--- src/rtl/uart_baud_frac_pkg.sv ---
// uart_pkg: shared UART baud configuration types and constants
package uart_pkg;
    localparam int BAUD_DIV_MIN      = 2;
    localparam int BAUD_DEF_DIV_INT  = 27;
    localparam int BAUD_DEF_DIV_FRAC = 2;
    typedef struct packed {
        logic [15:0] div_int;
        logic [3:0]  div_frac;
    } baud_cfg_t;
    function automatic int ph_width(input int ovs);
        return (ovs > 1) ? $clog2(ovs) : 1;
    endfunction
endpackage

--- src/rtl/uart_baud_frac_if.sv ---
// uart_baud_frac_if: control, divisor reload and tick outputs of the baud generator
interface uart_baud_frac_if
    import uart_pkg::*;
#(
    parameter int DIV_W  = 16,
    parameter int FRAC_W = 4,
    parameter int OVS    = 16
);
    localparam int PH_W = ph_width(OVS);
    logic              en;
    logic              restart;
    logic [DIV_W-1:0]  div_int;
    logic [FRAC_W-1:0] div_frac;
    logic              div_load;
    logic              div_ack;
    logic              cfg_err;
    logic              tick_os;
    logic              tick_bit;
    logic [PH_W-1:0]   os_phase;
    modport master (
        output en, restart, div_int, div_frac, div_load,
        input  div_ack, cfg_err, tick_os, tick_bit, os_phase
    );
    modport slave (
        input  en, restart, div_int, div_frac, div_load,
        output div_ack, cfg_err, tick_os, tick_bit, os_phase
    );
endinterface

--- src/rtl/uart_baud_frac_acc.sv ---
// baud_frac_acc: fractional accumulator; carry stretches the next period by one clock
module baud_frac_acc #(
    parameter int FRAC_W = 4
) (
    input  logic              clk,
    input  logic              reset_n,
    input  logic              i_clr,
    input  logic              i_stb,
    input  logic [FRAC_W-1:0] i_frac,
    output logic              o_ext
);
    logic [FRAC_W-1:0] r_acc;
    logic              r_ext;
    always_ff @(posedge clk or negedge reset_n)
        if (!reset_n) begin
            r_acc <= '0;
            r_ext <= 1'b0;
        end else if (i_clr) begin
            r_acc <= '0;
            r_ext <= 1'b0;
        end else if (i_stb) begin
            {r_ext, r_acc} <= {1'b0, r_acc} + {1'b0, i_frac};
        end
    assign o_ext = r_ext;
endmodule

--- src/rtl/uart_baud_frac.sv ---
// uart_baud_frac: fractional baud generator producing oversample and bit ticks
module uart_baud_frac
    import uart_pkg::*;
#(
    parameter int DIV_W        = 16,
    parameter int FRAC_W       = 4,
    parameter int OVS          = 16,
    parameter int RST_DIV_INT  = BAUD_DEF_DIV_INT,
    parameter int RST_DIV_FRAC = BAUD_DEF_DIV_FRAC
) (
    input logic             clk,
    input logic             reset_n,
    uart_baud_frac_if.slave bus
);
    localparam int PH_W = ph_width(OVS);
    logic [DIV_W-1:0]  r_cnt;
    logic [DIV_W-1:0]  r_act_int;
    logic [FRAC_W-1:0] r_act_frac;
    logic [DIV_W-1:0]  r_pend_int;
    logic [FRAC_W-1:0] r_pend_frac;
    logic              r_pend;
    logic [PH_W-1:0]   r_phase;
    logic              r_tick_os;
    logic              r_tick_bit;
    logic              r_ack;
    logic              r_cfg_err;
    logic              w_ext;
    logic [DIV_W-1:0]  w_term;
    logic              w_end;
    logic              w_apply;
    logic              w_legal;
    logic              w_rej;
    logic              w_wrap;
    assign w_term  = r_act_int - DIV_W'(1) + DIV_W'(w_ext);
    assign w_end   = bus.en && !bus.restart && r_cnt == w_term;
    // pending divisor lands on a period boundary, a restart, or any idle cycle
    assign w_apply = r_pend && (bus.restart || w_end || !bus.en);
    assign w_legal = bus.div_load && bus.div_int >= DIV_W'(BAUD_DIV_MIN);
    assign w_rej   = bus.div_load && !w_legal;
    assign w_wrap  = r_phase == PH_W'(OVS - 1);
    baud_frac_acc #(.FRAC_W(FRAC_W)) u_acc (
        .clk     (clk),
        .reset_n (reset_n),
        .i_clr   (bus.restart),
        .i_stb   (w_end),
        .i_frac  (r_act_frac),
        .o_ext   (w_ext)
    );
    always_ff @(posedge clk or negedge reset_n)
        if (!reset_n) begin
            r_cnt       <= '0;
            r_act_int   <= DIV_W'(RST_DIV_INT);
            r_act_frac  <= FRAC_W'(RST_DIV_FRAC);
            r_pend_int  <= '0;
            r_pend_frac <= '0;
            r_pend      <= 1'b0;
            r_phase     <= '0;
            r_tick_os   <= 1'b0;
            r_tick_bit  <= 1'b0;
            r_ack       <= 1'b0;
            r_cfg_err   <= 1'b0;
        end else begin
            r_cnt      <= (bus.restart || w_end) ? '0 : bus.en ? r_cnt + DIV_W'(1) : r_cnt;
            r_phase    <= bus.restart ? '0 : !w_end ? r_phase : w_wrap ? '0 : r_phase + PH_W'(1);
            r_tick_os  <= w_end;
            r_tick_bit <= w_end && w_wrap;
            r_ack      <= w_apply || w_rej;
            r_cfg_err  <= w_rej ? 1'b1 : w_apply ? 1'b0 : r_cfg_err;
            r_pend     <= w_legal || (r_pend && !w_apply);
            if (w_apply) begin
                r_act_int  <= r_pend_int;
                r_act_frac <= r_pend_frac;
            end
            if (w_legal) begin
                r_pend_int  <= bus.div_int;
                r_pend_frac <= bus.div_frac;
            end
        end
    assign bus.tick_os  = r_tick_os;
    assign bus.tick_bit = r_tick_bit;
    assign bus.os_phase = r_phase;
    assign bus.div_ack  = r_ack;
    assign bus.cfg_err  = r_cfg_err;
endmodule
--- src/flat_wrapper.sv ---
// flat-port wrapper written by rule: the top's interface ports become plain ports
module uart_baud_frac_flat import uart_pkg::*;
#(
    parameter int DIV_W        = 16,
    parameter int FRAC_W       = 4,
    parameter int OVS          = 16,
    parameter int RST_DIV_INT  = BAUD_DEF_DIV_INT,
    parameter int RST_DIV_FRAC = BAUD_DEF_DIV_FRAC
)
  (clk, reset_n, bus_en, bus_restart, bus_div_int, bus_div_frac, bus_div_load, bus_div_ack, bus_cfg_err, bus_tick_os, bus_tick_bit, bus_os_phase);
  uart_baud_frac_if #(.DIV_W(DIV_W), .FRAC_W(FRAC_W), .OVS(OVS)) bus_i ();
  input logic clk;
  input logic reset_n;
  input wire logic [$bits(bus_i.en)-1:0] bus_en;
  input wire logic [$bits(bus_i.restart)-1:0] bus_restart;
  input wire logic [$bits(bus_i.div_int)-1:0] bus_div_int;
  input wire logic [$bits(bus_i.div_frac)-1:0] bus_div_frac;
  input wire logic [$bits(bus_i.div_load)-1:0] bus_div_load;
  output wire logic [$bits(bus_i.div_ack)-1:0] bus_div_ack;
  output wire logic [$bits(bus_i.cfg_err)-1:0] bus_cfg_err;
  output wire logic [$bits(bus_i.tick_os)-1:0] bus_tick_os;
  output wire logic [$bits(bus_i.tick_bit)-1:0] bus_tick_bit;
  output wire logic [$bits(bus_i.os_phase)-1:0] bus_os_phase;
  assign bus_i.en = bus_en;
  assign bus_i.restart = bus_restart;
  assign bus_i.div_int = bus_div_int;
  assign bus_i.div_frac = bus_div_frac;
  assign bus_i.div_load = bus_div_load;
  assign bus_div_ack = bus_i.div_ack;
  assign bus_cfg_err = bus_i.cfg_err;
  assign bus_tick_os = bus_i.tick_os;
  assign bus_tick_bit = bus_i.tick_bit;
  assign bus_os_phase = bus_i.os_phase;
  uart_baud_frac #(.DIV_W(DIV_W), .FRAC_W(FRAC_W), .OVS(OVS), .RST_DIV_INT(RST_DIV_INT), .RST_DIV_FRAC(RST_DIV_FRAC)) u_core (.clk(clk), .reset_n(reset_n), .bus(bus_i));
endmodule
--- config.mk ---
export PLATFORM = sky130hd
export DESIGN_NAME = uart_baud_frac_flat
export DESIGN_NICKNAME = d
export VERILOG_FILES = /design/src/rtl/uart_baud_frac_pkg.sv /design/src/rtl/uart_baud_frac_if.sv /design/src/rtl/uart_baud_frac_acc.sv /design/src/rtl/uart_baud_frac.sv /design/src/flat_wrapper.sv
export SDC_FILE = /design/constraint.sdc
export NUM_CORES = 1
export LEC_CHECK = 0
export ABC_AREA = 1
export BUFFER_PORTS_ARGS = -buffer_cell sky130_fd_sc_hd__buf_2
export CAP_MARGIN = 30
export CORE_MARGIN = 1
export CORE_UTILIZATION = 49
export DETAILED_ROUTE_END_ITERATION = 7
export GPL_TIMING_DRIVEN = 0
export PLACE_DENSITY = 0.66
export RECOVER_POWER = 100
export SYNTH_ARGS = -nofsm -noshare
export SYNTH_HDL_FRONTEND = slang
export SYNTH_SLANG_ARGS = --single-unit
--- constraint.sdc ---
create_clock -name clk -period 2.2 [get_ports clk]
set_input_delay 0.11 -clock clk [delete_from_list [all_inputs] [get_ports clk]]
set_output_delay 0.11 -clock clk [all_outputs]
set_load 0.02 [all_outputs]
# ---- Yosys cells after proc, flatten, opt, wreduce, memory -nomap -nowiden
# Index checks and enable logic that the tools add are counted.
dict set report op_classes {
  shift 0
  n_lt_le_gt_ge 1
  eq_ne 2
  n_reduce_logical 18
  mux 11
  add_sub_neg 5
  mul 0
  div 0
  bitwise 0
}
# op n
set ops {}
lappend ops {{16-bit 2-to-1 mux} 2}
lappend ops {{4-bit 2-to-1 mux} 5}
lappend ops {{16-bit by 1-bit adder with 16-bit output} 1}
lappend ops {{16-bit by 1-bit adder with 16-bit output (second input constant)} 1}
lappend ops {{16-bit == test} 1}
lappend ops {{16-bit by 2-bit >= comparator with 1-bit output (second input constant)} 1}
lappend ops {{16-bit by 1-bit subtractor with 16-bit output (second input constant)} 1}
lappend ops {{1-bit logical AND} 7}
lappend ops {{2-bit nonzero test} 3}
lappend ops {{4-bit by 4-bit adder with 5-bit output} 1}
lappend ops {{4-bit by 1-bit adder with 4-bit output (second input constant)} 1}
lappend ops {{4-bit == test (second input constant)} 1}
lappend ops {{1-bit logical NOT} 4}
lappend ops {{1-bit logical OR} 4}
lappend ops {{1-bit 2-to-1 mux} 4}
dict set report word_totals {
  elab_cells 50
  input_bits 25
  latchBits 0
  regBits 70
  output_inout_bits 8
  mem_bits_ro 0
  n_memories 0
  ramBits 0
}

# ---- Logic depth before layout (Yosys ltp)
# Gate-level depths: netlist of the first run.
dict set report depth {
  ltp_word 10
  ltp_mapped 16
  depth_no_buf 15
}

# ---- Hierarchy
# From an unflattened synthesis of the first run, not the netlist that was laid out.
dict set report hier_totals {
  hier_cells 448
  area_unflattened_um2 3837.4
}
# module area_each_um2 seq_area_each_um2 instances cells_per_inst
set by_module_without_submodules {}
lappend by_module_without_submodules {uart_baud_frac 3498.4 1632.8 1 407}
lappend by_module_without_submodules {baud_frac_acc 339.1 125.1 1 41}

# ---- Worst setup path before layout of the first run
# No wires, ideal clock.
dict set report synth_timing {
  path_kind {reg2reg}
  from {reg u_core.r_act_int[0]}
  to {reg u_core.r_cfg_err, in the netlist u_core.bus.cfg_err}
  arrival_ps 2144
  setup_ps 117
  slack_ps -61
  period_less_slack_ps 2261
  stages_incl_launch_ff 16
  required_time_ps 2083
  path_buffers 1
  cell_sequence {dfstp_2 inv_1 ha_1 ha_1 inv_1 nand2_1 nand2_1 xor2_1 nand3_1 nor3_1 nand3_1 nand3_2 nand2_2 buf_6 nand2_1 nand2_1}
}
dict set report synth_via {
  elab_chain_cells 8
}
# element line
set synth_lines {}
lappend synth_lines {{start, declared} uart_baud_frac.sv:17} ;# logic [DIV_W-1:0] r_act_int;
lappend synth_lines {{start signal, assigned} uart_baud_frac.sv:52} ;# r_act_int <= DIV_W'(RST_DIV_INT);
lappend synth_lines {{start signal, assigned} uart_baud_frac.sv:71} ;# r_act_int <= r_pend_int;
lappend synth_lines {{16-bit by 1-bit subtractor with 16-bit output} uart_baud_frac.sv:34} ;# assign w_term = r_act_int - DIV_W'(1) + DIV_W'(w_ext);
lappend synth_lines {{16-bit by 1-bit adder with 16-bit output} uart_baud_frac.sv:34}
lappend synth_lines {{16-bit == test} uart_baud_frac.sv:35} ;# assign w_end = bus.en && !bus.restart && r_cnt == w_term;
lappend synth_lines {{1-bit logical AND} uart_baud_frac.sv:35}
lappend synth_lines {{1-bit logical OR (2 in series)} uart_baud_frac.sv:37} ;# assign w_apply = r_pend && (bus.restart || w_end || !bus.en);
lappend synth_lines {{1-bit logical AND} uart_baud_frac.sv:37}
lappend synth_lines {{2-bit nonzero test (no line)} --}
lappend synth_lines {{end signal, assigned} uart_baud_frac.sv:68} ;# r_cfg_err <= w_rej ? 1'b1 : w_apply ? 1'b0 : r_cfg_err;
lappend synth_lines {{end, declared} uart_baud_frac.sv:26} ;# logic r_cfg_err;
# No other way between the ends.
# A chain may end at the register's enable or synchronous reset.

# ---- Final worst setup path of the first run
dict set report layout_timing {
  from {reg u_core.r_act_int[0]}
  to {reg u_core.r_cnt[8]}
}
dict set report layout_via {
  elab_chain_cells 6
  word_cells_on_any_way 7
  cone_classes {2 x add/sub; 1 x eq/ne; 1 x mux; 3 x reduce/logical}
}
# element line
set layout_lines {}
lappend layout_lines {{16-bit by 1-bit subtractor with 16-bit output *} uart_baud_frac.sv:34}
lappend layout_lines {{16-bit by 1-bit adder with 16-bit output *} uart_baud_frac.sv:34}
lappend layout_lines {{16-bit == test *} uart_baud_frac.sv:35}
lappend layout_lines {{1-bit logical AND *} uart_baud_frac.sv:35}
lappend layout_lines {{1-bit logical OR *} uart_baud_frac.sv:63} ;# r_cnt <= (bus.restart || w_end) ? '0 : bus.en ? r_cnt + DIV_W'(1) : r_cnt;
lappend layout_lines {{16-bit 2-to-1 mux / 2-bit nonzero test (equally long branches)} --}
lappend layout_lines {{end signal, assigned} uart_baud_frac.sv:63}
lappend layout_lines {{end, declared} uart_baud_frac.sv:16} ;# logic [DIV_W-1:0] r_cnt;
# Every way passes the cells marked *; elsewhere a longest branch is shown, timed or not.

==> metrics, run 1 <==
status=finished with violations; violated checks=max-capacitance violations, max-slew violations, negative setup slack; Tmin final=2290 ps; register area=1760 µm²; DR vias=3375; Post-synth EDFFs=0; Synthesis Warnings=0; worst hold margin=14.4 ps; layout cells sized above 1=0.264; post-synth top area cell=dfrtp_1; Die W=91.4 µm; TritonCTS clock tree=done; Post-Syn Area per Cell=8.13 µm²; commonest cells after routing, fill and taps aside=nand2_1, dfrtp_1, nand3_1; area delta synth->final=22.4%; Async SR Flop Fraction=1.00; Seq/Total Area, Yosys=0.449; # H-tree levels=3; total chip power=3.39 mW; crit end category=register; Starting Density=0.507; Cells after DPL=616; worst slew pin tran=1710 ps; core area=7730 µm²; initial drt markers=184; Startpoint Class=register; clock sinks=70; vias per std cell=5.21; most common cell after layout, fill and taps aside=nand2_1; period utilization=1.04; fin nets=575; first-pass GRT wire length=14.7 mm; Post-Place Setup Slack=-327 ps; Synth area leaders=dfrtp_1, nand2_1, nand3_1; static leakage power=2.26 nW; PortBufs=32; CP Class=reg2reg; FILL cells=693; Clock Latency Late Sink=340 ps; GRT Resource Usage Total=0.223; # setup viols final=45; Hold Crit Class=in2reg; post-synthesis instance total=482; worst setup margin=-92.8 ps; drt total wl=8.97 mm; highest clock rate=436 MHz; mux share of post-synthesis cell area=0.0575; Final ANT Viol Nets=0; Worst EP required=2430 ps; Die Ht=91.4 µm; total clock buffers created by CTS=9; Min-Delay Endpoint=u_core.r_pend_int[1]$_DFFE_PN0P_; multi-input logic area=2120 µm²; Top Ports=33; hold path cells=2; post-synthesis register bit count=70; row cnt=32; largest net degree at the start of global routing=71; CTS clk-pin slew, worst paths=80 ps; RSZ-0062 raised after global routing=true; Syn Nets=516; full die area=8350 µm²; Synth top area share=0.415; ys flop type=dfrtp_1; Post-Syn Area=3920 µm²; vias in the first global route=3165; initial antenna violation count=0; global placer's final weighted congestion=0.862; r2r startpoint=u_core.r_act_int[0]$_DFFE_PN1P_; worst-path maximum fanout=6; Antenna diodes=0; Rel. slew slack=-0.137; Synth cell types=35; HPWL after DPL=6.62 mm; Fin. Hold Viols=0; DR DRC count=0; Reg-to-Reg End=u_core.r_cnt[8]$_DFFE_PN0P_; Placed Area=4240 µm²; Max clock buf depth=2; DR pass1 iterations=4; Layout Skew=10.7 ps; main combinational cell family by area after synthesis=simple AND/OR/NAND/NOR gates; Synth Area in Compound Gates=0.0179; Power Density=707 nW/µm²; R2R Setup Slk=-90 ps; critical path arrival=2520 ps; Post-Synth XOR/XNOR Area=0.0447; VDD IR-drop max=0.000420 V; Root Driver=clkbuf_8; Reg2Reg Depth=13; wire length per cell=13.8 µm; min-delay src=bus_div_int[1]; GRT overflow=0; Slew Viols, Final=71; Final Non-Filler Cells=648; Post-Synth Adder-Cell Area=0.0307; max_cap viols=1; Layout Cell Area excl Fill=4790 µm²; simple-gate share of the synthesized area=0.338
==> registers in the layout, indices dropped and copies added, names as in the netlist <==
signal and flops:
u_core.r_act_int 16, u_core.bus.tick_bit 1, u_core.r_pend_frac 4, u_core.r_pend 1, u_core.bus.cfg_err 1, u_core.r_cnt 16, u_core.r_act_frac 4, u_core.bus.div_ack 1
u_core.bus.tick_os 1, u_core.r_pend_int 16, u_core.u_acc.r_acc 4, u_core.bus.os_phase 4, u_core.u_acc.o_ext 1
==> cells by family (layout without fill, tap and decap cells) <==
family	after synthesis	after routing
AND/OR/NAND/NOR	292	292
flip-flops	70	70
buffers and inverters	57	121
XOR/XNOR	20	20
multiplexers	20	20
AO/OA/AOI/OAI	14	14
adder cells (fa/ha/maj)	9	9
==> synth_stat cells, types with 3 or more instances <==
cell type / count
buf_4: 3
ha_1: 8
o21ai_1: 4
xnor2_1: 9
o21ai_0: 5
nand3_1: 57
mux2_2: 20
a21oi_1: 5
dfstp_2: 5
inv_1: 44
dfrtp_1: 65
clkbuf_1: 3
nor2_2: 6
nor4_1: 5
nor3b_1: 3
xor2_1: 11
nand3b_1: 6
nor3_1: 9
nor2_1: 44
nand2_1: 139
nand2_2: 4
nand4_1: 8
==> metrics by stage <==
| step | util | setup TNS [ps] |
|---|---|---|
| 2_1_floorplan | - | 0 |
| 3_3_place_gp | 0.548 | -9860 |
| 3_5_place_dp | 0.548 | -11140 |
| 4_1_cts | 0.601 | -1610 |
| 5_1_grt | 0.620 | -7570 |
| 6_report | 0.620 | -2860 |
==> critical path, stage by stage, from the launching register on <==
cell	delay (ps)
dfstp_2	540
inv_2	40
ha_4	170
ha_4	180
nand2_4	90
nand2_1	70
nand3b_1	110
buf_4	130
nand3_1	80
nor3b_2	250
nand3_2	190
nand2_4	160
buf_6	140
nor2_2	40
==> cell type report <==
cell class,instances,area share
well taps,102,0.0266
clock inverters,6,0.0196
plain buffers,11,0.0172
inverters,46,0.0360
repair buffers,48,0.0627
multi-input cells,355,0.442
clock buffers,10,0.0287
flip-flops and latches,70,0.367
==> report_power, final <==
part           leakage (nW)  internal, mW  switching [mW]
Clock                 0.113         0.677           0.518
Combinational          1.27         0.284           0.406
Sequential            0.884          1.40           0.105
==> timing repair <==
action,4_1_cts,5_1_grt
hold buffers,6,0
hold endpoints to repair,70,0
endpoints found under the setup margin,46,50
cloned,1,1
gates resized for setup,19,36
buffers inserted,5,3
pin swaps,7,11
==> how the worst max path moves through the flow <==
stage / from / endpoint / cells after the start
6_report: u_core.r_act_int[0]$_DFFE_PN1P_ / u_core.r_cnt[8]$_DFFE_PN0P_ / 13
5_1_grt: u_core.r_act_int[0]$_DFFE_PN1P_ / u_core.r_act_int[8]$_DFFE_PN0P_ / 15
4_1_cts: u_core.r_act_int[0]$_DFFE_PN1P_ / u_core.r_act_int[9]$_DFFE_PN0P_ / 14
3_5_place_dp: u_core.r_act_int[0]$_DFFE_PN1P_ / u_core.r_cnt[8]$_DFFE_PN0P_ / 11
3_3_place_gp: u_core.r_act_int[0]$_DFFE_PN1P_ / u_core.r_cnt[8]$_DFFE_PN0P_ / 11
2_1_floorplan: u_core.r_act_int[0]$_DFFE_PN1P_ / u_core.r_cnt[8]$_DFFE_PN0P_ / 11
==> per-layer routing <==
layer	global-route usage	share of wire	vias up
met4	0.0741	0.017	0
met5	0	0	-
met1	0.299	0.46	1617
met2	0.367	0.49	71
met3	0.0377	0.039	9
li1	-	-	1678
Power figures use the tool's default switching activity.
==> inputs of run 2 (changes only) <==
Settings changed: ABC_AREA 1 to unset, PLACE_DENSITY 0.66 to 0.64.
Clock period 2.2 ns to 2.4 ns, I/O delays scaled along.
==> run 2 against run 1 <==
Via count down 22%. Largest cell class unchanged. Critical path type unchanged. Worst hold slack improved by 1.3 ps. Critical path depth decreased by 1. Die area is 5.0% lower. Largest power group unchanged. Core utilization is 0.85 points higher. Fmax down 32%. Sequential share of layout area up 1.7 points. The run still ends with max-capacitance violations, max-slew violations, negative setup slack left. Synthesized cell count shrank 33%. Non-clock buffer count is 8 higher. Cell count shrank 24%. Global-route usage decreased by 2.0 points.
==> metrics, run 2 <==
commonest cells after routing, fill and taps aside=dfrtp_1, nor2_1, buf_2; post-synth top area cell=dfrtp_1; Async SR Flop Fraction=1.00; most common cell after layout, fill and taps aside=dfrtp_1; VDD IR-drop max=0.000535 V; Synth cell types=57; period utilization=1.41; synth cell count leaders=dfrtp_1, nor2_1, mux2_2; Final Core Density=0.629; ys flop type=dfrtp_1; FILL cells=623; clock sinks=70; initial antenna violation count=0; CTS clk-pin slew, worst paths=90 ps; Power Density=672 nW/µm²; post-synthesis register bit count=70; worst setup margin=-986 ps; # H-tree levels=3; Die W=89.1 µm; crit end category=register; CP Class=reg2reg; DR vias=2624; Reg2Reg Depth=12; Clock Latency Late Sink=350 ps; core area=7290 µm²; layout cells sized above 1=0.345; Max clock buf depth=2; vias in the first global route=2471; global placer's final weighted congestion=0.828; R2R Setup Slk=-990 ps; PortBufs=31; Hold Crit Class=in2reg; # setup viols final=50; static leakage power=1.99 nW; max_cap viols=1; Post-Syn Area per Cell=11.5 µm²; critical path arrival=3610 ps; DR DRC count=0; HPWL after DPL=5.08 mm; highest clock rate=295 MHz; Synthesis Warnings=0; status=finished with violations; Top Ports=33; Post-Place Setup Slack=-1270 ps; vias per std cell=5.36; worst hold margin=15.7 ps; wire length per cell=15.1 µm; full die area=7940 µm²; violated checks=max-capacitance violations, max-slew violations, negative setup slack; Rel. slew slack=-0.131; most frequent cell after synthesis=dfrtp_1; Root Driver=clkbuf_8; Worst EP required=2630 ps; r2r startpoint=u_core.r_act_int[0]$_DFFE_PN1P_; Syn Nets=358; RSZ-0062 raised after global routing=true; total clock buffers created by CTS=9; Tmin final=3390 ps; Synth area leaders=dfrtp_1, mux2_4, mux2_2; Post-Syn Area=3720 µm²; Final ANT Viol Nets=0; Largest regs=u_core.r_act_int (16), u_core.r_cnt (16), u_core.r_pend_int (16); Final Non-Filler Cells=490; Post-synth EDFFs=0; Slew Viols, Final=71; area delta synth->final=23.4%; worst slew pin tran=1700 ps; Min-Delay Endpoint=u_core.r_pend_int[0]$_DFFE_PN0P_; row cnt=31; GRT overflow=0; min-delay src=bus_div_int[0]; GRT Resource Usage Total=0.203; DR pass1 iterations=4; Fin. Hold Viols=0; Die Ht=89.1 µm; Cells after DPL=454; TritonCTS clock tree=done; hold path cells=2; post-synthesis instance total=324; Layout Skew=13.6 ps; drt total wl=7.38 mm; initial drt markers=209; Synth top area share=0.438; Post-Route Setup TNS=-38850 ps; Startpoint Class=register; Reg-to-Reg End=u_core.r_act_int[8]$_DFFE_PN0P_; Starting Density=0.510; fin nets=420; largest net degree at the start of global routing=71; Seq/Total Area, Yosys=0.473; worst-path maximum fanout=10; Antenna diodes=0; first-pass GRT wire length=12.0 mm
run 2: cells by family (layout without fill, tap and decap cells):
kind of cell	count (synthesis)	after routing	synth area share
flops	70	70	0.473
buf+inv	24	91	0.0296
simple gates	108	108	0.167
xor+xnor	37	37	0.0872
fa+ha+maj	9	9	0.0323
compound gates	35	35	0.0687
mux	41	41	0.142
run 2: layer usage:
| layer | track usage | wire length [µm] | up-vias |
|---|---|---|---|
| li1 | - | - | 1284 |
| met1 | 0.288 | 3670 | 1280 |
| met2 | 0.310 | 3340 | 53 |
| met3 | 0.0489 | 303 | 7 |
| met4 | 0.0606 | 75 | 0 |
| met5 | 0 | 0 | - |
run 2: area by class of cell:
cell class                      count  area (µm²)  area share
Inverter                            8        32.5     0.00710
Timing Repair Buffer               54         367      0.0800
Buffer                             13         105      0.0229
Clock buffer                       10         128      0.0278
Multi-Input combinational cell    230        1980       0.431
Tap cell                           99         124      0.0270
Clock inverter                      6        93.8      0.0205
Sequential cell                    70        1760       0.383
run 2: how the worst max path moves through the flow:
stage / cells after the start / to / start
after floorplan: 13 / u_core.r_act_int[2]$_DFFE_PN0P_ / u_core.u_acc.o_ext$_DFFE_PN0N_
after global placement: 13 / u_core.r_act_int[10]$_DFFE_PN0P_ / u_core.r_act_int[0]$_DFFE_PN1P_
after detailed placement: 12 / u_core.r_act_int[10]$_DFFE_PN0P_ / u_core.r_act_int[0]$_DFFE_PN1P_
after CTS: 12 / u_core.r_act_int[8]$_DFFE_PN0P_ / u_core.u_acc.o_ext$_DFFE_PN0N_
after global routing: 12 / u_core.r_act_int[11]$_DFFE_PN0P_ / u_core.r_act_int[0]$_DFFE_PN1P_
final: 12 / u_core.r_act_int[8]$_DFFE_PN0P_ / u_core.r_act_int[0]$_DFFE_PN1P_
run 2: where the power goes:
group	internal, mW	switching [mW]	total (mW)
Clock	0.595	0.469	1.06
Combinational	0.335	0.282	0.617
Sequential	1.29	0.106	1.40
Total	2.22	0.857	3.08
run 2: what timing repair did:
action                                  CTS  global route
buffers inserted                          8             8
endpoints found under the setup margin   50            50
endpoints found under the hold margin    69             1
hold buffers                              5             1
resized for setup                        12            21
pin swaps                                 7             9
gates cloned                              0             2
run 2: worst max-delay path, cell delays in order (launching register included):
cell      delay (ps)
dfstp_2          390
inv_2             70
ha_4             150
ha_4             130
or3b_1           360
buf_6            140
or4_4            420
a211oi_4         220
nand4_1          110
or4b_4           560
a21bo_4          260
buf_12           150
mux2_4           290
run 2: stage by stage:
stage / power [mW] / instance area (µm²)
finish: 3.08 / 4580
floorplan: 1.81 / 3800
CTS: 3.06 / 4450
detailed placement: 1.96 / 4090
global route: 3.22 / 4580
global placement: 1.94 / 4080
